File: src/rtl/rom_sequencer.sv
// rom_sequencer: walks a microcode ROM from prog_start to prog_end and hands
// each instruction to the datapath with a valid/ready handshake.
// ROM is registered, so every instruction costs an ADDR cycle and an ISSUE cycle.
// Optional feature: define SEQ_LOOP_EN to repeat the program loop_cnt extra times.
module rom_sequencer (
  input  logic        clk,
  input  logic        reset,
  input  logic        start,
  input  logic [8:0]  prog_start,
  input  logic [8:0]  prog_end,
  input  logic [7:0]  loop_cnt,
  output logic [8:0]  rom_addr,
  input  logic [28:0] rom_out,
  output logic [28:0] ins,
  output logic        ins_valid,
  input  logic        ins_ready,
  output logic        busy,
  output logic        done
);

  typedef enum logic [1:0] {S_IDLE, S_ADDR, S_ISSUE, S_DONE} state_e;

  state_e     state_q, state_d;
  logic [8:0] pc_q, pc_d;
  logic [8:0] end_q, end_d;
  logic       hs;
  logic       at_end;
  logic       rewind;

`ifdef SEQ_LOOP_EN
  logic [8:0] beg_q, beg_d;
  logic [7:0] cnt_q, cnt_d;

  assign rewind = (cnt_q != 8'd0);
`else
  // Without looping the repeat count has no consumer.
  logic loop_cnt_unused;

  assign loop_cnt_unused = ^loop_cnt;
  assign rewind          = 1'b0;
`endif

  assign hs     = (state_q == S_ISSUE) && ins_ready;
  assign at_end = (pc_q == end_q);

  // State and program registers, cleared asynchronously on reset low
  always_ff @(posedge clk or negedge reset) begin
    if (!reset) begin
      state_q <= S_IDLE;
      pc_q    <= '0;
      end_q   <= '0;
`ifdef SEQ_LOOP_EN
      beg_q   <= '0;
      cnt_q   <= '0;
`endif
    end else begin
      state_q <= state_d;
      pc_q    <= pc_d;
      end_q   <= end_d;
`ifdef SEQ_LOOP_EN
      beg_q   <= beg_d;
      cnt_q   <= cnt_d;
`endif
    end
  end

  // Next-state logic; start is only honoured from IDLE
  always_comb begin
    state_d = state_q;
    case (state_q)
      S_IDLE:  if (start) state_d = S_ADDR;
      S_ADDR:  state_d = S_ISSUE;
      S_ISSUE: if (hs) state_d = (at_end && !rewind) ? S_DONE : S_ADDR;
      S_DONE:  state_d = S_IDLE;
      default: state_d = S_IDLE;
    endcase
  end

  // Program counter / latched program bounds; frozen while a program runs
  always_comb begin
    pc_d  = pc_q;
    end_d = end_q;
`ifdef SEQ_LOOP_EN
    beg_d = beg_q;
    cnt_d = cnt_q;
`endif
    if (state_q == S_IDLE && start) begin
      pc_d  = prog_start;
      end_d = prog_end;
`ifdef SEQ_LOOP_EN
      beg_d = prog_start;
      cnt_d = loop_cnt;
`endif
    end else if (hs) begin
      if (!at_end) begin
        pc_d = pc_q + 9'd1;  // natural 9-bit wrap 511 -> 0
      end
`ifdef SEQ_LOOP_EN
      else if (rewind) begin
        pc_d  = beg_q;
        cnt_d = cnt_q - 8'd1;
      end
`endif
    end
  end

  // Outputs decoded from state; rom_addr sits on pc so ins stays stable in ISSUE
  always_comb begin
    rom_addr  = pc_q;
    ins       = rom_out;
    ins_valid = (state_q == S_ISSUE);
    busy      = (state_q != S_IDLE);
    done      = (state_q == S_DONE);
  end

endmodule

File: config.mk
export PLATFORM = sky130hd
export DESIGN_NAME = rom_sequencer
export DESIGN_NICKNAME = d
export VERILOG_FILES = /design/src/rtl/rom_sequencer.sv
export SDC_FILE = /design/constraint.sdc
export NUM_CORES = 1
export LEC_CHECK = 0
export ABC_AREA = 1
export BUFFER_PORTS_ARGS = -buffer_cell sky130_fd_sc_hd__buf_2
export CORE_MARGIN = 2
export CORE_UTILIZATION = 42
export CTS_CLUSTER_DIAMETER = 80
export DETAILED_ROUTE_END_ITERATION = 10
export PLACE_DENSITY = 0.81
export SLEW_MARGIN = 40
export SYNTH_ARGS = -nofsm -noshare
export SYNTH_HDL_FRONTEND = slang
export SYNTH_SLANG_ARGS = --single-unit
File: constraint.sdc
create_clock -name clk -period 2.2 [get_ports clk]
set_clock_uncertainty 0.2 [all_clocks]
set_input_delay 0.44 -clock clk [delete_from_list [all_inputs] [get_ports clk]]
set_output_delay 0.44 -clock clk [all_outputs]
set_load 0.05 [all_outputs]
==> flow_summary.yaml, run 1 <==
run_status:
  outcome: "finished clean"
sta:
  slew_viol_final: 0
  hold_violations: 0
  holdWs_ps: 111.6
  fin_setup_tns_ps: 0
  fmax_ghz: 0.5439
  rsz0062_at_grt: "false"
  setup_viol: 0
  fin_crit_sh_pct: 83.58
  finalCriticalPeriod_ps: 1839
  maxSlewHeadroom_pct: 69.89
  worst_slew_pin_slew_ps: 451.7
synthesis:
  synth_warnings: 0
  synth_fp_nets: 260
  ys_types: 24
  synth_area_um2: 1463
  synthAdderAreaFrac_pct: 0.8554
  syn_inst: 200
  synth-xor-area-share_pct: 5.304
  yosysSeqAreaShare_pct: 34.22
  ys.flop_type: "dfrtp_1"
  synth_top_family_by_area: "simple AND/OR/NAND/NOR gates"
  avgSynthCellArea_um2: 7.313
  synth_seq_cells: 20
  async_flop_share_pct: 100.0
  synthSimpleGateAreaFrac_pct: 33.79
  synth_compound_area_share_pct: 3.849
  synth-edff-count: 0
  synthMuxAreaShare_pct: 0
job:
  max_cap_violations: 0
global_route:
  grt_pass1_wl_mm: 4.643
  grt_max_degree: 24
  overflow: 0
  grt_pass1_vias: 1076
  antenna_found_initial: 0
  grtUsageTotal_pct: 14.49
worst_hold_path:
  hold_end: "end_q[8]"
  hold_depth: 3
  hp-start: "prog_end[8]"
  hold_class: "in2reg"
layout:
  multiInputGateArea_um2: 640.6
  final_nets: 265
  syn2layout_area_growth_pct: 0.5132
  final_cell_mix: "nand2_1, buf_2, dfrtp_1, nand3_1, inv_1"
  seqCellArea_um2: 500.5
  antenna_cells: 0
  final_area_um2: 1470
  layout_commonest_cell: "nand2_1"
  n_fill_cell: 342
  layout-drive-gt1-share_pct: 23.53
floorplan:
  die_h_um: 63.01
  die-area_um2: 3970
  ios: 100
  core-area_um2: 3337
  initial_core_util_pct: 43.83
  die_width_um: 63.01
  rows: 21
setup_path:
  r2r_slack_ps: 500
  crit_path_end_kind: "primary output"
  path_max_fanout: 4
  r2r_cells: 6
  reg2reg_to: "rom_addr[3]"
  critPathLaunchType: "flop"
  timing.rr.start: "state_q[0]"
  arrival_ps: 1200
  crit_required_ps: 1560
  critPathKind: "reg2out"
cts:
  cts_buffer_depth: 2
  cts_buffers: 3
  cts_max_level: 1
  cts_tree: "yes"
  cts_root_buf: "clkbuf_4"
  path_clk_slew_ps: 120
  clock_sinks: 20
  clk_latency_ps: 310
  cts-resized-gates: 0
routing:
  drc: 0
  wirelength_mm: 2.682
  vias: 1147
  dr.pass1.iters: 4
  drtAntennaViolNets: 0
  drt_iter0_markers: 24
  wl_per_cell_um: 10.73
  vias_per_cell: 4.588
placed_design:
  gp_congestion: 0.7900
  dpl.hpwl_mm: 1.931
  io_buffers: 33
  placed_cell_area_um2: 1424
pwr:
  power.density_nw_per_um2: 1464
  leakagePower_uw: 0.0008213
  ir_drop_mv: 0.5182
[worst max-delay path: stages, from the launching register on]
cell and delay (ps):
dfrtp_1 430, nor2_2 180, inv_1 70, buf_2 210
[final cells by class]
cell class | instances | area share [%]
repair buffers | 34 | 11.91
multi-input cells | 130 | 43.57
flip-flops and latches | 20 | 34.04
clock buffers | 4 | 2.468
well taps | 46 | 3.915
inverters | 16 | 4.085
[power breakdown]
group	leakage, uW	internal [uW]	total (uW)	switching, uW
clock	0.0000210	101	220	119
combinational	0.000548	388	1210	822
sequential	0.000252	531	722	192
total	0.000821	1020	2150	1130
[registers in the layout, indices dropped and copies added (netlist names)]
register / flops
end_q: 9
state_q: 2
rom_addr: 9
[kinds of logic after synthesis]
| logic type | Yosys count |
|---|---|
| compound gates | 9 |
| flops | 20 |
| fa+ha+maj | 1 |
| buf+inv | 50 |
| simple gates | 112 |
| xor+xnor | 8 |
[layer usage]
metal	share of wire [%]	vias up	global-route usage, %	wire length [um]
met5	0	-	0	0
met4	0.63	0	5.556	17
met3	7.6	2	3.784	205
met2	44	42	24.07	1170
met1	48	507	17.89	1289
li1	-	596	-	-
[metrics by stage]
stage | worst slack [ps] | cells | total power, uW | util, %
4_1_cts | 349.3 | 250 | 2169 | 44.06
3_3_place_gp | 532.1 | 245 | 1920 | 42.67
5_1_grt | 275.3 | 250 | 2341 | 44.06
3_5_place_dp | 504.1 | 245 | 1947 | 42.67
2_1_floorplan | 308.5 | 200 | 1876 | -
6_report | 361.3 | 250 | 2152 | 44.06
[what timing repair did]
item / in CTS / in global routing
hold buffers: 1 / 0
buffers inserted: 0 / 0
endpoints found under the hold margin: 20 / 0
[cells in the mapped netlist, types with 3 or more instances]
cell	n	area (um^2)
nand2_1	80	300.3
buf_4	29	217.7
dfrtp_1	20	500.5
nand3_1	18	90.09
inv_1	14	52.55
xnor2_1	6	52.55
nor2_1	4	15.01
o21ai_0	4	20.02
buf_6	3	33.78
o21bai_1	3	22.52
[worst max path at each step]
stage          startpoint     endpoint  slack (ps)  cells after the start
2_1_floorplan  state_q[0]  rom_addr[6]         310                      6
3_3_place_gp   state_q[0]  rom_addr[3]         530                      6
3_5_place_dp   state_q[0]  rom_addr[2]         500                      7
4_1_cts        state_q[0]         busy         350                      3
5_1_grt        state_q[0]         busy         280                      3
6_report       state_q[0]         busy         360                      3
Power figures use the tool's default switching activity.
==> run 2: changes to the inputs <==
- CORE_UTILIZATION: 42 -> 38
- PLACE_DENSITY: 0.81 -> 0.77
- clock period: 2.2 -> 1.5 ns (I/O delays scaled with it)
==> run 2 against run 1 <==
  * The flow now finishes with violations (setup timing)
  * Non-clock buffer count grew 19
  * Setup slack lost 430 ps
  * Global-route usage grew 1.1 points
  * Utilization grew 8.2 points
  * Sequential power grew 45%
  * Critical path depth is the same
  * Count of clock-buffer cells in the layout is the same
  * Design area grew 31%
  * Sequential share of layout area shrank 7.5 points
  * Power grew 100%
  * Largest cell class unchanged
==> flow_summary.yaml, run 2 (synthesis results as in run 1) <==
cts:
  cts_max_level: 1
  clock_sinks: 20
  cts_buffer_depth: 2
  cts_buffers: 3
  clk_latency_ps: 260
  cts_tree: "yes"
  cts_root_buf: "clkbuf_8"
  path_clk_slew_ps: 80
floorplan:
  rows: 22
  core-area_um2: 3689
  initial_core_util_pct: 39.65
  ios: 100
  die_h_um: 66.04
  die-area_um2: 4361
  die_width_um: 66.04
layout:
  layout-drive-gt1-share_pct: 45.78
  layout_commonest_cell: "nand2_1"
  syn2layout_area_growth_pct: 31.91
  final_cell_mix: "nand2_1, buf_2, nand3_1, nand2_2, buf_6"
  layout.cells.non_filler: 273
  antenna_cells: 0
  final_nets: 286
placed_design:
  gp_congestion: 0.8827
  dpl.hpwl_mm: 2.333
  io_buffers: 33
  place_inst: 261
pwr:
  power.density_nw_per_um2: 2245
  swShare_pct: 47.27
  p_sw_uw: 2047
  p_comb_share_pct: 66.0
  leakagePower_uw: 0.0009571
  intPower_uw: 2284
  p_clk_share_pct: 9.7
  ir_drop_mv: 0.8027
  p_seq_share_pct: 24.3
sta:
  layout_setup_ws_ps: -71.30
  finalCriticalPeriod_ps: 1571
  holdWs_ps: 21.01
  hold_violations: 0
  setup_viol: 13
  fmax_ghz: 0.6364
  fin_crit_sh_pct: 104.8
  maxSlewHeadroom_pct: 69.40
  worst_slew_pin_slew_ps: 459.0
  rsz0062_at_grt: "true"
  slew_viol_final: 0
run_status:
  outcome: "finished, violations left"
  failed_checks: "setup timing"
routing:
  drt_iter0_markers: 33
  wl_per_cell_um: 12.42
  drtAntennaViolNets: 0
  vias_per_cell: 4.608
  vias: 1258
  dr.pass1.iters: 6
  wirelength_mm: 3.392
  drc: 0
setup_path:
  arrival_ps: 1070
  crit_path_end_kind: "primary output"
  crit_required_ps: 1000
  path_max_fanout: 3
  critPathKind: "reg2out"
  critPathLaunchType: "flop"
global_route:
  grt_pass1_wl_mm: 5.154
  grtUsageTotal_pct: 15.63
  overflow: 0
  grt_max_degree: 21
  grt_pass1_vias: 1134
  antenna_found_initial: 0
job:
  max_cap_violations: 0
worst_hold_path:
  hold_class: "in2reg"
## run 2: changes by cell type in the layout (fill, tap and decap cells not counted), sizes merged
| cell | change |
|---|---|
| buf | +18 |
| nand3 | +1 |
| nand2 | +1 |
| clkbuf | +1 |
## run 2: worst paths after layout
kind / cells past startpoint / start / slack, ps / endpoint
hold reg to reg: 2 / end_q[8] / 310 / end_q[8]
setup reg to reg: 7 / rom_addr[2] / -60 / rom_addr[2]
min in group asynchronous: 2 / reset / 310 / state_q[0]
hold / removal: 3 / prog_end[5] / 20 / end_q[5]
max in group asynchronous: 2 / reset / 440 / rom_addr[1]
setup / recovery: 3 / state_q[0] / -70 / ins_valid
## run 2: routing by layer
metal  track usage [%]  part of all wire (%)
met5                 0                     0
met1             19.68                    43
met4             7.143                   1.8
met2             25.13                    48
met3             3.918                   6.7
## run 2: stage by stage
step | setup WS [ps] | area (um^2) | power (uW) | TNS [ps] | util (%)
after global routing | -142.4 | 1929 | 4597 | -1607 | 52.31
after global placement | -54.97 | 1588 | 3177 | -412.5 | 43.05
final | -71.30 | 1929 | 4331 | -639.7 | 52.31
after detailed placement | -86.48 | 1588 | 3230 | -738.5 | 43.05
after CTS | -75.21 | 1826 | 4093 | -797.6 | 49.49
after floorplan | -98.77 | 1506 | 2834 | -872.2 | -
## run 2: what timing repair did
action	CTS	global route
gates resized for setup	41	26
setup endpoints to repair	24	27
pin swaps	6	10
setup buffers	2	3
cloned	2	0
hold endpoints to repair	20	0
hold buffers	1	0
## run 2: final cells by class
class / instances / area (um^2)
clock buffers: 4 / 55.05
inverters: 16 / 65.06
flip-flops and latches: 20 / 513.0
fillers: 371 / 1759
multi-input cells: 132 / 762.0
well taps: 48 / 60.06
repair buffers: 53 / 474.2
## run 2: worst max-delay path, stage by stage (launching register included)
cell and delay (ps):
dfrtp_1 420, buf_6 140, nor2_4 80, buf_6 160
## run 2: power by group through the flow
| stage | Sequential (uW) | Clock, uW | Combinational, uW |
|---|---|---|---|
| 4_1_cts | 1040 | 431 | 2620 |
| 5_1_grt | 1090 | 447 | 3060 |
| 2_1_floorplan | 1370 | 0 | 1460 |
| 3_3_place_gp | 1020 | 0 | 2160 |
| 3_5_place_dp | 1030 | 0 | 2200 |
| 6_report | 1050 | 420 | 2860 |
==> run 3: changes to the inputs <==
- ABC_AREA: 1 -> 0
- CORE_UTILIZATION: 38 -> 37
==> run 3 against run 2 <==
  * The run still ends with setup timing left
  * Global-route usage up 1.1 points
  * Cell count down 9.2%
  * Flip-flop and latch count unchanged
  * Setup slack worse by 250 ps
  * Critical path depth up 3
  * Largest cell class unchanged
  * Synthesized cell count down 19%
  * Sequential power about the same
  * Count of clock-buffer cells in the layout unchanged
  * First-iteration DRC count down 12%
  * Via count about the same
  * Clock power down 11%
==> flow_summary.yaml, run 3 <==
run_status:
  outcome: "finished, violations left"
  failed_checks: "setup timing"
sta:
  fin_crit_sh_pct: 121.5
  worst_slew_pin_slew_ps: 456.1
  fin_setup_tns_ps: -3691
  rsz0062_at_grt: "true"
  fmax_ghz: 0.5487
  maxSlewHeadroom_pct: 69.59
  setup_viol: 21
  hold_violations: 0
  slew_viol_final: 0
  finalCriticalPeriod_ps: 1822
  layout_setup_ws_ps: -322.5
floorplan:
  ios: 100
  die_width_um: 65.02
  die-area_um2: 4227
  rows: 22
  die_h_um: 65.02
  initial_core_util_pct: 38.20
  core-area_um2: 3606
synthesis:
  synth_fp_nets: 222
  synthTopCellsByCount: "nand2_1, buf_4, dfrtp_1"
  avgSynthCellArea_um2: 8.504
  synth_top_area_share_pct: 36.33
  synth_warnings: 0
  synth_area_leader_cell: "dfrtp_1"
  ys_types: 37
  ys.flop_type: "dfrtp_1"
  synth_seq_cells: 20
  syn_inst: 162
  synth_top_cells_by_area: "dfrtp_1, buf_4, nand2_1"
  synth-edff-count: 0
  async_flop_share_pct: 100.0
  synth_area_um2: 1378
  yosysSeqAreaShare_pct: 36.33
  synth_most_common_cell: "nand2_1"
setup_path:
  critPathKind: "reg2reg"
  path_max_fanout: 7
  crit_path_end_kind: "flop"
  crit_required_ps: 1480
  arrival_ps: 1810
  critPathLaunchType: "flop"
global_route:
  grt_max_degree: 21
  grtUsageTotal_pct: 16.69
  antenna_found_initial: 0
  use_met3_pct: 3.646
  use_met1_pct: 21.22
  grt_use_met2_pct: 27.96
  overflow: 0
  grt_pass1_vias: 1178
  top_usage_layer: "met2"
  grt_pass1_wl_mm: 5.451
job:
  max_cap_violations: 0
pwr:
  ir_drop_mv: 0.9701
  intPower_uw: 2453
  power.density_nw_per_um2: 2320
  p_comb_share_pct: 68.6
  leakagePower_uw: 0.0009523
  p_sw_uw: 1996
  p_seq_share_pct: 23.0
  p_clk_share_pct: 8.4
  swShare_pct: 44.86
placed_design:
  dpl.hpwl_mm: 2.462
  io_buffers: 33
  place_inst: 232
  gp_congestion: 0.8407
layout:
  layout.cells.non_filler: 248
  antenna_cells: 0
  layout-drive-gt1-share_pct: 52.00
  n_fill_cell: 324
  final_nets: 261
  syn2layout_area_growth_pct: 39.24
  layout_commonest_cell: "nand2_1"
  final_cell_mix: "nand2_1, buf_2, buf_4, buf_6, dfrtp_1"
cts:
  clock_sinks: 20
  path_clk_slew_ps: 80
  cts_tree: "yes"
  cts_root_buf: "clkbuf_8"
  cts_buffers: 3
  cts_buffer_depth: 2
  clk_latency_ps: 260
  cts_max_level: 1
routing:
  vias_per_cell: 5.077
  wirelength_mm: 3.625
  dr.pass1.iters: 4
  drc: 0
  drt_iter0_markers: 29
  vias: 1259
  drtAntennaViolNets: 0
  wl_per_cell_um: 14.62
worst_hold_path:
  hold_class: "in2reg"
run 3: changes by cell type after synthesis, sizes merged, moves of 4 or more:
| cell | before | now |
|---|---|---|
| clkbuf | 0 | 4 |
| xor2 | 1 | 7 |
| nand3 | 19 | 9 |
| o21ai | 4 | 0 |
| a22oi | 0 | 5 |
| nand2 | 83 | 35 |
| xnor2 | 7 | 2 |
| inv | 16 | 3 |
| a21o | 0 | 4 |
run 3: power by group through the flow:
stage	registers, uW	clock network (uW)	logic, uW
finish	1020	374	3050
global route	1050	404	3280
CTS	996	374	2670
detailed placement	1010	0	2300
global placement	1000	0	2250
floorplan	1380	0	1420
run 3: stage by stage:
stage | power (uW) | hold slack [ps] | util, % | worst slack [ps] | area (um^2)
5_1_grt | 4738 | 34.41 | 53.19 | -422.0 | 1918
3_5_place_dp | 3316 | 77.51 | 43.13 | -303.6 | 1555
3_3_place_gp | 3257 | 69.59 | 43.13 | -276.9 | 1555
6_report | 4450 | 35.60 | 53.19 | -322.5 | 1918
4_1_cts | 4043 | 30.46 | 48.37 | -322.9 | 1744
2_1_floorplan | 2794 | -195.6 | - | -434.8 | 1418
run 3: logic make-up (layout without fill, tap and decap cells):
logic type	after synthesis	count (layout)	share of synthesized area [%]
xor gates and xnor gates	9	9	5.722
and+or+nand+nor	69	70	23.80
buffers and inverters	38	75	18.89
AOI/OAI and AO/OA	22	22	12.08
adders and majority gates	1	1	0.9081
DFF	20	20	36.33
muxes	3	3	2.271
run 3: worst max-delay path, stage by stage (launching register included):
cell      delay, ps
dfrtp_2         420
xor2_1          150
nor4_2          310
nand4_2         170
buf_6           180
a41o_1          240
o211ai_1         80
run 3: cell type report:
cell class | count | area (um^2) | share of cell area [%]
well taps | 48 | 60.06 | 3.131
flip-flops and latches | 20 | 510.5 | 26.61
repair buffers | 68 | 580.6 | 30.27
clock buffers | 4 | 45.04 | 2.348
multi-input cells | 105 | 705.7 | 36.79
inverters | 3 | 16.27 | 0.8480
run 3: path summary, 6_finish.rpt:
kind                       depth (start not counted)  slack [ps]         from          end
setup / recovery                                   6        -320  rom_addr[6]  rom_addr[4]
hold / removal                                     3          40  prog_end[8]     end_q[8]
setup reg to reg                                   6        -320  rom_addr[6]  rom_addr[4]
hold reg to reg                                    2         300     end_q[5]     end_q[5]
max in group asynchronous                          2         440        reset  rom_addr[0]
min in group asynchronous                          2         320        reset  rom_addr[4]
run 3: layer usage:
| metal | part of all wire, % | up-vias |
|---|---|---|
| met5 | 0 | - |
| met4 | 1.2 | 0 |
| met3 | 6.0 | 7 |
| met2 | 50 | 41 |
| met1 | 43 | 609 |
| li1 | - | 602 |
run 3: repair_timing:
action / CTS / global route
gates cloned: 0 / 1
resized for setup: 38 / 31
buffers inserted: 2 / 9
hold buffers: 1 / 0
endpoints found under the setup margin: 22 / 27
endpoints found under the hold margin: 20 / 0
pin swaps: 3 / 19
